### src/rtl/fifo_stream_pkg.sv
`default_nettype none
// ============================================================================
// Module      : fifo_stream_pkg
// Description : Shared defaults and the buffer-entry type for fifo_rd_stream.
// Revision    : 1.0 - initial release
// ============================================================================
package fifo_stream_pkg;

    localparam int c_DATA_WIDTH     = 8;
    localparam int c_BURST_LEN      = 4;
    // Widest word an entry can carry; narrower words are zero-extended.
    localparam int c_ENTRY_DATA_MAX = 64;

    typedef struct packed {
        logic [c_ENTRY_DATA_MAX-1:0] data;
        logic                        parity;
    } buf_entry_t;

endpackage
`default_nettype wire

### src/rtl/stream_skid_buf.sv
`default_nettype none
// ============================================================================
// Module      : stream_skid_buf
// Description : Two-entry in-order valid/ready buffer with synchronous flush.
// Revision    : 1.0 - initial release
// ============================================================================
module stream_skid_buf
    import fifo_stream_pkg::*;
(
    input  logic       clk,
    input  logic       rst_n,
    input  logic       i_flush,
    input  logic       i_valid,
    output logic       o_ready,
    input  buf_entry_t i_data,
    output logic       o_valid,
    input  logic       i_ready,
    output buf_entry_t o_data,
    output logic [1:0] o_occ
);

    buf_entry_t r_head;
    buf_entry_t r_tail;
    logic [1:0] r_occ;
    logic       w_push;
    logic       w_pop;

    assign o_valid = (r_occ != 2'd0);
    assign w_pop   = o_valid && i_ready;
    assign o_ready = (r_occ != 2'd2) || w_pop;
    assign w_push  = i_valid && o_ready;
    assign o_data  = r_head;
    assign o_occ   = r_occ;

    // r_head is always the oldest word, so the output only moves on a pop.
    always_ff @(posedge clk or negedge rst_n) begin
        if (!rst_n) begin
            r_head <= '0;
            r_tail <= '0;
            r_occ  <= 2'd0;
        end else if (i_flush) begin
            r_occ <= 2'd0;
        end else begin
            case ({w_push, w_pop})
                2'b10: begin
                    if (r_occ == 2'd0) begin
                        r_head <= i_data;
                    end else begin
                        r_tail <= i_data;
                    end
                    r_occ <= r_occ + 2'd1;
                end
                2'b01: begin
                    r_head <= r_tail;
                    r_occ  <= r_occ - 2'd1;
                end
                2'b11: begin
                    if (r_occ == 2'd1) begin
                        r_head <= i_data;
                    end else begin
                        r_head <= r_tail;
                        r_tail <= i_data;
                    end
                end
                default: begin
                end
            endcase
        end
    end

endmodule
`default_nettype wire

### src/rtl/fifo_rd_stream.sv
`default_nettype none
// ============================================================================
// Module      : fifo_rd_stream
// Description : Pops a latency-1 fifo into a framed valid/ready stream.
//               Optional macro FIFO_RD_STREAM_PARITY_EN adds m_parity.
// Revision    : 1.0 - initial release
// ============================================================================
module fifo_rd_stream
    import fifo_stream_pkg::*;
#(
    parameter int DATA_WIDTH = c_DATA_WIDTH,
    parameter int BURST_LEN  = c_BURST_LEN
) (
    input  logic                         clk,
    input  logic                         rst_n,
    output logic                         fifo_rd_en,
    input  logic [DATA_WIDTH-1:0]        fifo_rd_data,
    input  logic                         fifo_empty,
    output logic                         m_valid,
    input  logic                         m_ready,
    output logic [DATA_WIDTH-1:0]        m_data,
    output logic                         m_last,
`ifdef FIFO_RD_STREAM_PARITY_EN
    output logic                         m_parity,
`endif
    input  logic                         flush,
    output logic [$clog2(BURST_LEN)-1:0] beat_cnt
);

    localparam int                 c_CNT_W     = $clog2(BURST_LEN);
    localparam logic [c_CNT_W-1:0] c_LAST_BEAT = c_CNT_W'(BURST_LEN - 1);

    logic               r_infl;
    logic [c_CNT_W-1:0] r_beat;
    logic [1:0]         w_occ;
    logic [2:0]         w_level;
    logic               w_pop;
    logic               w_skid_ready;
    buf_entry_t         w_in_entry;
    buf_entry_t         w_out_entry;
    logic               w_unused_sink;

    assign w_pop = m_valid && m_ready;

    // Words already owned (buffered + in flight) minus the one leaving now.
    assign w_level    = {1'b0, w_occ} + {2'b00, r_infl} - {2'b00, w_pop};
    assign fifo_rd_en = rst_n && !fifo_empty && !flush && (w_level < 3'd2);

    always_ff @(posedge clk or negedge rst_n) begin
        if (!rst_n) begin
            r_infl <= 1'b0;
        end else begin
            r_infl <= fifo_rd_en;
        end
    end

    always_comb begin
        w_in_entry      = '0;
        w_in_entry.data = c_ENTRY_DATA_MAX'(fifo_rd_data);
`ifdef FIFO_RD_STREAM_PARITY_EN
        w_in_entry.parity = ^fifo_rd_data;
`else
        w_in_entry.parity = 1'b0;
`endif
    end

    stream_skid_buf u_skid (
        .clk     (clk),
        .rst_n   (rst_n),
        .i_flush (flush),
        .i_valid (r_infl && !flush),
        .o_ready (w_skid_ready),
        .i_data  (w_in_entry),
        .o_valid (m_valid),
        .i_ready (m_ready),
        .o_data  (w_out_entry),
        .o_occ   (w_occ)
    );

    assign m_data = w_out_entry.data[DATA_WIDTH-1:0];
`ifdef FIFO_RD_STREAM_PARITY_EN
    assign m_parity = w_out_entry.parity;
`endif

    // A pop on the flush edge is still delivered, but the frame restarts.
    always_ff @(posedge clk or negedge rst_n) begin
        if (!rst_n) begin
            r_beat <= '0;
        end else if (flush) begin
            r_beat <= '0;
        end else if (w_pop) begin
            r_beat <= (r_beat == c_LAST_BEAT) ? '0 : r_beat + c_CNT_W'(1);
        end
    end

    assign beat_cnt = r_beat;
    assign m_last   = m_valid && (r_beat == c_LAST_BEAT);

    // Read-issue logic guarantees room, so the buffer's ready is not needed.
    assign w_unused_sink = ^{w_skid_ready, w_out_entry.data, w_out_entry.parity};

endmodule
`default_nettype wire

### config.mk
export PLATFORM = sky130hd
export DESIGN_NAME = fifo_rd_stream
export DESIGN_NICKNAME = d
export VERILOG_FILES = /design/src/rtl/fifo_stream_pkg.sv /design/src/rtl/stream_skid_buf.sv /design/src/rtl/fifo_rd_stream.sv
export SDC_FILE = /design/constraint.sdc
export NUM_CORES = 1
export LEC_CHECK = 0
export ABC_CLOCK_PERIOD_IN_PS = 3050
export CAP_MARGIN = 25
export CORE_UTILIZATION = 45
export CTS_BUF_LIST = sky130_fd_sc_hd__clkbuf_4 sky130_fd_sc_hd__clkbuf_8
export DETAILED_ROUTE_END_ITERATION = 12
export PLACE_DENSITY = 0.73
export RECOVER_POWER = 100
export SYNTH_ARGS = -nofsm -noshare
export SYNTH_HDL_FRONTEND = slang
export SYNTH_SLANG_ARGS = --single-unit
### constraint.sdc
create_clock -name clk -period 3.05 [get_ports clk]
set_input_delay 0.4575 -clock clk [delete_from_list [all_inputs] [get_ports clk]]
set_output_delay 0.4575 -clock clk [all_outputs]
set_load 0.005 [all_outputs]
Word level (Yosys, flattened, before mapping)
Cells that the tools add are included.
W data, S select, Z words.
{ "totals": {"ff_bits": 22, "latchBits": 0, "mem_bits_rw": 0, "mem_bits_ro": 0, "in_bits": 13, "out_inout_bits": 13, "word_cells": 51, "n_memories": 0} }
{ "classes": {"n_addsub": 5, "mul": 0, "div": 0, "magnitude_cmp": 1, "eq_ne": 9, "n_shift": 0, "n_mux": 11, "bitwise_logic": 1, "reduce_logical": 18} }
{ "op_table": {"columns": ["cell", "n"], "rows": [
  ["$mux W9", 4],
  ["$pmux W9 S3", 1],
  ["$pmux W9 S2", 1],
  ["$mux W2", 4],
  ["$logic_and A1 B1 Y1", 7],
  ["$eq A2 B2 Y1 const B", 3],
  ["$ne A2 B2 Y1 const B", 3],
  ["$reduce_bool A2 Y1", 3],
  ["$reduce_bool A3 Y1", 2],
  ["$add A2 B1 Y2 const B", 2],
  ["$eq A2 B1 Y1 const B", 2],
  ["$pmux W2 S2", 1],
  ["$reduce_and A4 Y1", 1],
  ["$add A2 B1 Y3", 1],
  ["$lt A3 B2 Y1 const B", 1],
  ["$reduce_and A3 Y1", 1],
  ["$sub A3 B1 Y3", 1],
  ["$logic_not A1 Y1", 2],
  ["$logic_not A2 Y1", 1],
  ["$ne A2 B1 Y1 const B", 1],
  ["$sub A2 B1 Y2 const B", 1],
  ["$logic_or A1 B1 Y1", 1],
  ["$not A1 Y1", 1]
]} }

Logic depth before layout (Yosys ltp)
{ "logic_depth": {"ltp_word": 7, "mapped_depth": 9, "mapped_depth_nobuf": 8} }

By module
Synthesis repeated with hierarchy kept, for this count alone.
{ "hier_totals": {"cells_unflattened": 465, "area_unflattened_um2": 5859.4} }
{ "modules_own_cells": {"columns": ["module", "n_inst", "cells_per_inst", "area_per_inst_um2", "seq_area_each_um2"], "rows": [
  ["stream_skid_buf", 1, 444, 5640.4, 3303.2],
  ["fifo_rd_stream", 1, 21, 219.0, 75.1]
]} }

Worst setup path after synthesis
No wires, ideal clock.
{ "synth_path": {"path_kind": "reg2out", "startpoint": "register u_skid.r_occ[1] (netlist: u_skid.o_occ[1])", "endpoint": "output port fifo_rd_en", "t_arrival_ps": 2249, "required_ps": 2592, "path_slack_ps": 343, "stages_incl_launch_ff": 10, "path_buffers": 1, "path_cell_list": "dfrtp_1 -> inv_1 -> ha_1 -> nand2b_2 -> buf_6 -> nor2_1 -> o21ai_0 -> fa_1 -> nand2_1 -> nor4_1"} }
{ "synth_via": {"elab_chain_len": 5, "word_cells_on_any_way": 6, "classes_between": "add/sub (2); order compare (1); reduce/logical (3)"} }
{ "synth_lines": {"columns": ["element", "line_no", "text"], "rows": [
  ["start: declaration", "stream_skid_buf.sv:24", "logic [1:0] r_occ;"],
  ["start signal: assignment", "stream_skid_buf.sv:51", "r_occ <= r_occ + 2'd1;"],
  ["start signal: assignment", "stream_skid_buf.sv:55", "r_occ <= r_occ - 2'd1;"],
  ["parallel branches: the longest is 2 deep, another holds $add A2 B1 Y3", null, null],
  ["$sub A3 B1 Y3 (*)", "fifo_rd_stream.sv:46", "assign w_level = {1'b0, w_occ} + {2'b00, r_infl} - {2'b00, w_pop};"],
  ["$lt A3 B2 Y1 (*)", "fifo_rd_stream.sv:47", "assign fifo_rd_en = rst_n && !fifo_empty && !flush && (w_level < 3'd2);"],
  ["$logic_and A1 B1 Y1 (*)", "fifo_rd_stream.sv:47", null],
  ["end: declaration", "fifo_rd_stream.sv:16", "output logic fifo_rd_en,"]
]} }
Every way passes the cells marked *.

Worst setup path in the final report
{ "layout_path": {"startpoint": "register u_skid.r_occ[0] (netlist: u_skid.o_occ[0])", "endpoint": "output port fifo_rd_en"} }
The elaborated chain is that of the path after synthesis.

==> flow_metrics.py <==
metrics = {
    "status": {
        "status": "complete, but fails checks",
        "violations": "design-rule violations",
    },
    "cts": {
        "worstSkewPairLatency_ns": 0.30,
        "cts_max_path_buffers": 2,
        "cts_hold_buf": 0,
        "cts.sinks": 21,
        "cts-root-buf": "clkbuf_4",
        "path_clk_slew_ns": 0.11,
        "cts_tree": "yes",
        "h-tree-depth": 1,
        "cts_buffers": 3,
    },
    "synthesis": {
        "synth.avg_cell_area_um2": 11.4,
        "yosysMostFrequentCell": "dfrtp_1",
        "synth-seq-cells": 21,
        "syn_inst": 101,
        "synth_cell_type_count": 27,
        "synth_edf_count": 0,
        "synth.top_cells.by_area": "dfrtp_1, mux2_2, mux2i_1, nor2_1, ha_1",
        "yosysSeqAreaShare": 0.455,
        "synthTopCellsByCount": "dfrtp_1, nor2_1, mux2_2",
        "synth_fp_nets": 119,
        "synth_area_leader_cell": "dfrtp_1",
        "syn-cell-area_um2": 1160,
        "async_reset_ff_frac": 1.00,
        "synth-xor-area-share": 0.0227,
        "muxShareOfSynthArea": 0.175,
        "synth_top_area_share": 0.455,
        "ys.flop_type": "dfrtp_1",
        "synth_top_family_by_area": "multiplexers",
        "yosys_warnings": 0,
        "synth_compound_area_frac": 0.111,
        "synth-simple-area-share": 0.123,
        "synthAdderAreaFrac": 0.0606,
    },
    "critical_path": {
        "critPathLaunchType": "flip-flop",
        "criticalPathCategory": "reg -> out",
        "cp.required_ns": 2.59,
        "worst-r2r-cell-count": 7,
        "critPathArrivalTime_ns": 2.43,
        "crit_path_max_incr_delay_ns": 0.51,
        "crit_chain": "inv_1, ha_1, nand2b_2, nor2_2, o21ai_1, fa_1, nand2_1, nor4_4, clkdlybuf4s15_1",
        "cpMaxStageDelayCell": "fa_1",
        "worst-path-max-fanout": 3,
        "endpoint_kind": "output port",
    },
    "run": {
        "maxCapViolCount": 0,
    },
    "die": {
        "die_h_um": 52.7,
        "dieWidth_um": 52.7,
        "io_pins": 26,
        "row_count": 18,
        "coreArea_um2": 2450,
        "start_util": 0.471,
        "die-area_um2": 2780,
    },
    "finish": {
        "area_delta_synth_final_pct": 27.3,
        "num_antenna_cells": 0,
        "fin_cells": 164,
        "final_cell_area_um2": 1470,
        "nets": 153,
        "drive_above_1_share": 0.179,
        "final_core_util": 0.599,
    },
    "hold_path": {
        "holdPathStages": 1,
        "min_path_type": "reg -> reg",
    },
    "placed_design": {
        "dpl_cell_area_um2": 1460,
        "dp_hpwl_um": 1670,
        "preCtsSetupSlack_ns": -0.177,
        "place_congestion": 0.780,
        "dp_cells": 160,
        "port-buffer-count": 25,
    },
    "power_and_ir_drop": {
        "clockPowerShare": 0.105,
        "p_leak_nw": 0.695,
        "power_frac_seq": 0.364,
        "switchingPower_uw": 454,
        "intPower_uw": 780,
        "sw_frac_of_total": 0.368,
        "power_per_cell_area_nw_per_um2": 839,
        "combinationalPowerShare": 0.531,
        "ir_drop_v": 0.000579,
    },
    "sta": {
        "relSlewSlack": 0.269,
        "finalCritPeriodShare": 0.948,
        "final_max_slew_viol_count": 0,
        "hold_viol_final": 0,
        "finClkSkew_ns": 0.00881,
        "finalSetupViolations": 0,
        "setup_ws_ns": 0.158,
        "worst_pin_slew_ns": 1.10,
        "fin_crit_ns": 2.89,
        "fmax_ghz": 0.346,
        "tns_ns": 0,
    },
    "detailed_routing": {
        "dr_wl_met2_um": 1150,
        "wire_per_inst_um": 13.7,
        "met1_length_um": 983,
        "vias": 859,
        "drt_wl_total_um": 2250,
        "via_per_inst": 5.24,
        "routed.top_layer": "met4",
        "first_pass_iters": 8,
        "wl_met3_um": 74,
        "drc": 1,
        "drtIter0Drc": 8,
        "ant_nets": 0,
    },
    "global_route": {
        "overflow": 0,
        "grt_max_degree": 22,
        "grt_pass1_vias": 809,
        "grt_usage": 0.178,
        "antenna_found_initial": 0,
        "grt_first_pass_wirelength_um": 3590,
    },
}
-- per-layer routing --
metal  vias up  GRT usage
met4         0     0.0921
met3         6     0.0232
li1        413          -
met1       421      0.239
met5         -          0
met2        19      0.278
-- registers in the layout (all words and copies together) (netlist names) --
name,flops
r_infl,1
u_skid.o_occ,2
beat_cnt,2
u_skid.o_data,8
u_skid.r_tail,8
-- logic make-up (layout without fill, tap and decap cells) --
group,count (synthesis),in the layout
compound gates,18,18
simple gates,27,27
mux,19,19
fa+ha+maj,5,5
flops,21,21
buf+inv,8,41
xor+xnor,3,3
-- path summary, 6_finish.rpt --
kind                       slack [ns]        startpoint               end
max                              0.16   u_skid.o_occ[0]        fifo_rd_en
min                              0.52  u_skid.r_tail[2]  u_skid.r_tail[2]
max reg2reg                      0.79   u_skid.o_occ[0]  u_skid.o_data[2]
min reg2reg                      0.52  u_skid.r_tail[2]  u_skid.r_tail[2]
max in group asynchronous        1.45             rst_n            r_infl
min in group asynchronous        0.94             rst_n  u_skid.r_tail[8]
-- layout make-up --
class / count / area (um^2)
Clock inverter: 1 / 5.00
Sequential cell: 21 / 526
Clock buffer: 3 / 22.5
Tap cell: 30 / 37.5
Fill cell: 215 / 983
Inverter: 4 / 15.0
Timing Repair Buffer: 33 / 299
Multi-Input combinational cell: 72 / 567
-- critical path, delay by kind of cell (launching register included) --
family | cells | cell delay, ns
DFF | 1 | 0.36
and+or+nand+nor | 4 | 0.65
adders and majority gates | 2 | 0.73
buffers and inverters | 2 | 0.32
AOI/OAI and AO/OA | 1 | 0.09
-- power by group through the flow --
stage	logic [mW]	registers [mW]	clock network, mW
3_5_place_dp	0.684	0.459	0
2_1_floorplan	0.410	0.457	0
6_report	0.656	0.449	0.130
4_1_cts	0.691	0.454	0.137
3_3_place_gp	0.663	0.452	0
5_1_grt	0.724	0.460	0.148
-- cells in the final DEF (no fill, tap or decap), types with 4 or more instances in the layout --
cell type,n
dlygate4sd3_1,13
clkdlybuf4s50_1,11
dfrtp_1,21
inv_1,4
nor2_1,13
ha_1,4
a21oi_1,9
mux2_2,10
mux2i_1,9
buf_4,5
-- metrics by stage --
step | hold slack (ns) | power, mW
global route | 0.540 | 1.33
CTS | 0.520 | 1.28
detailed placement | 0.494 | 1.14
global placement | 0.487 | 1.12
finish | 0.520 | 1.23
floorplan | 0.162 | 0.867
-- timing repair --
item,4_1_cts,5_1_grt
gates resized for setup,2,4
endpoints found under the hold margin,0,0
endpoints found under the setup margin,1,1
setup buffers,0,0
Power figures use the tool's default switching activity.
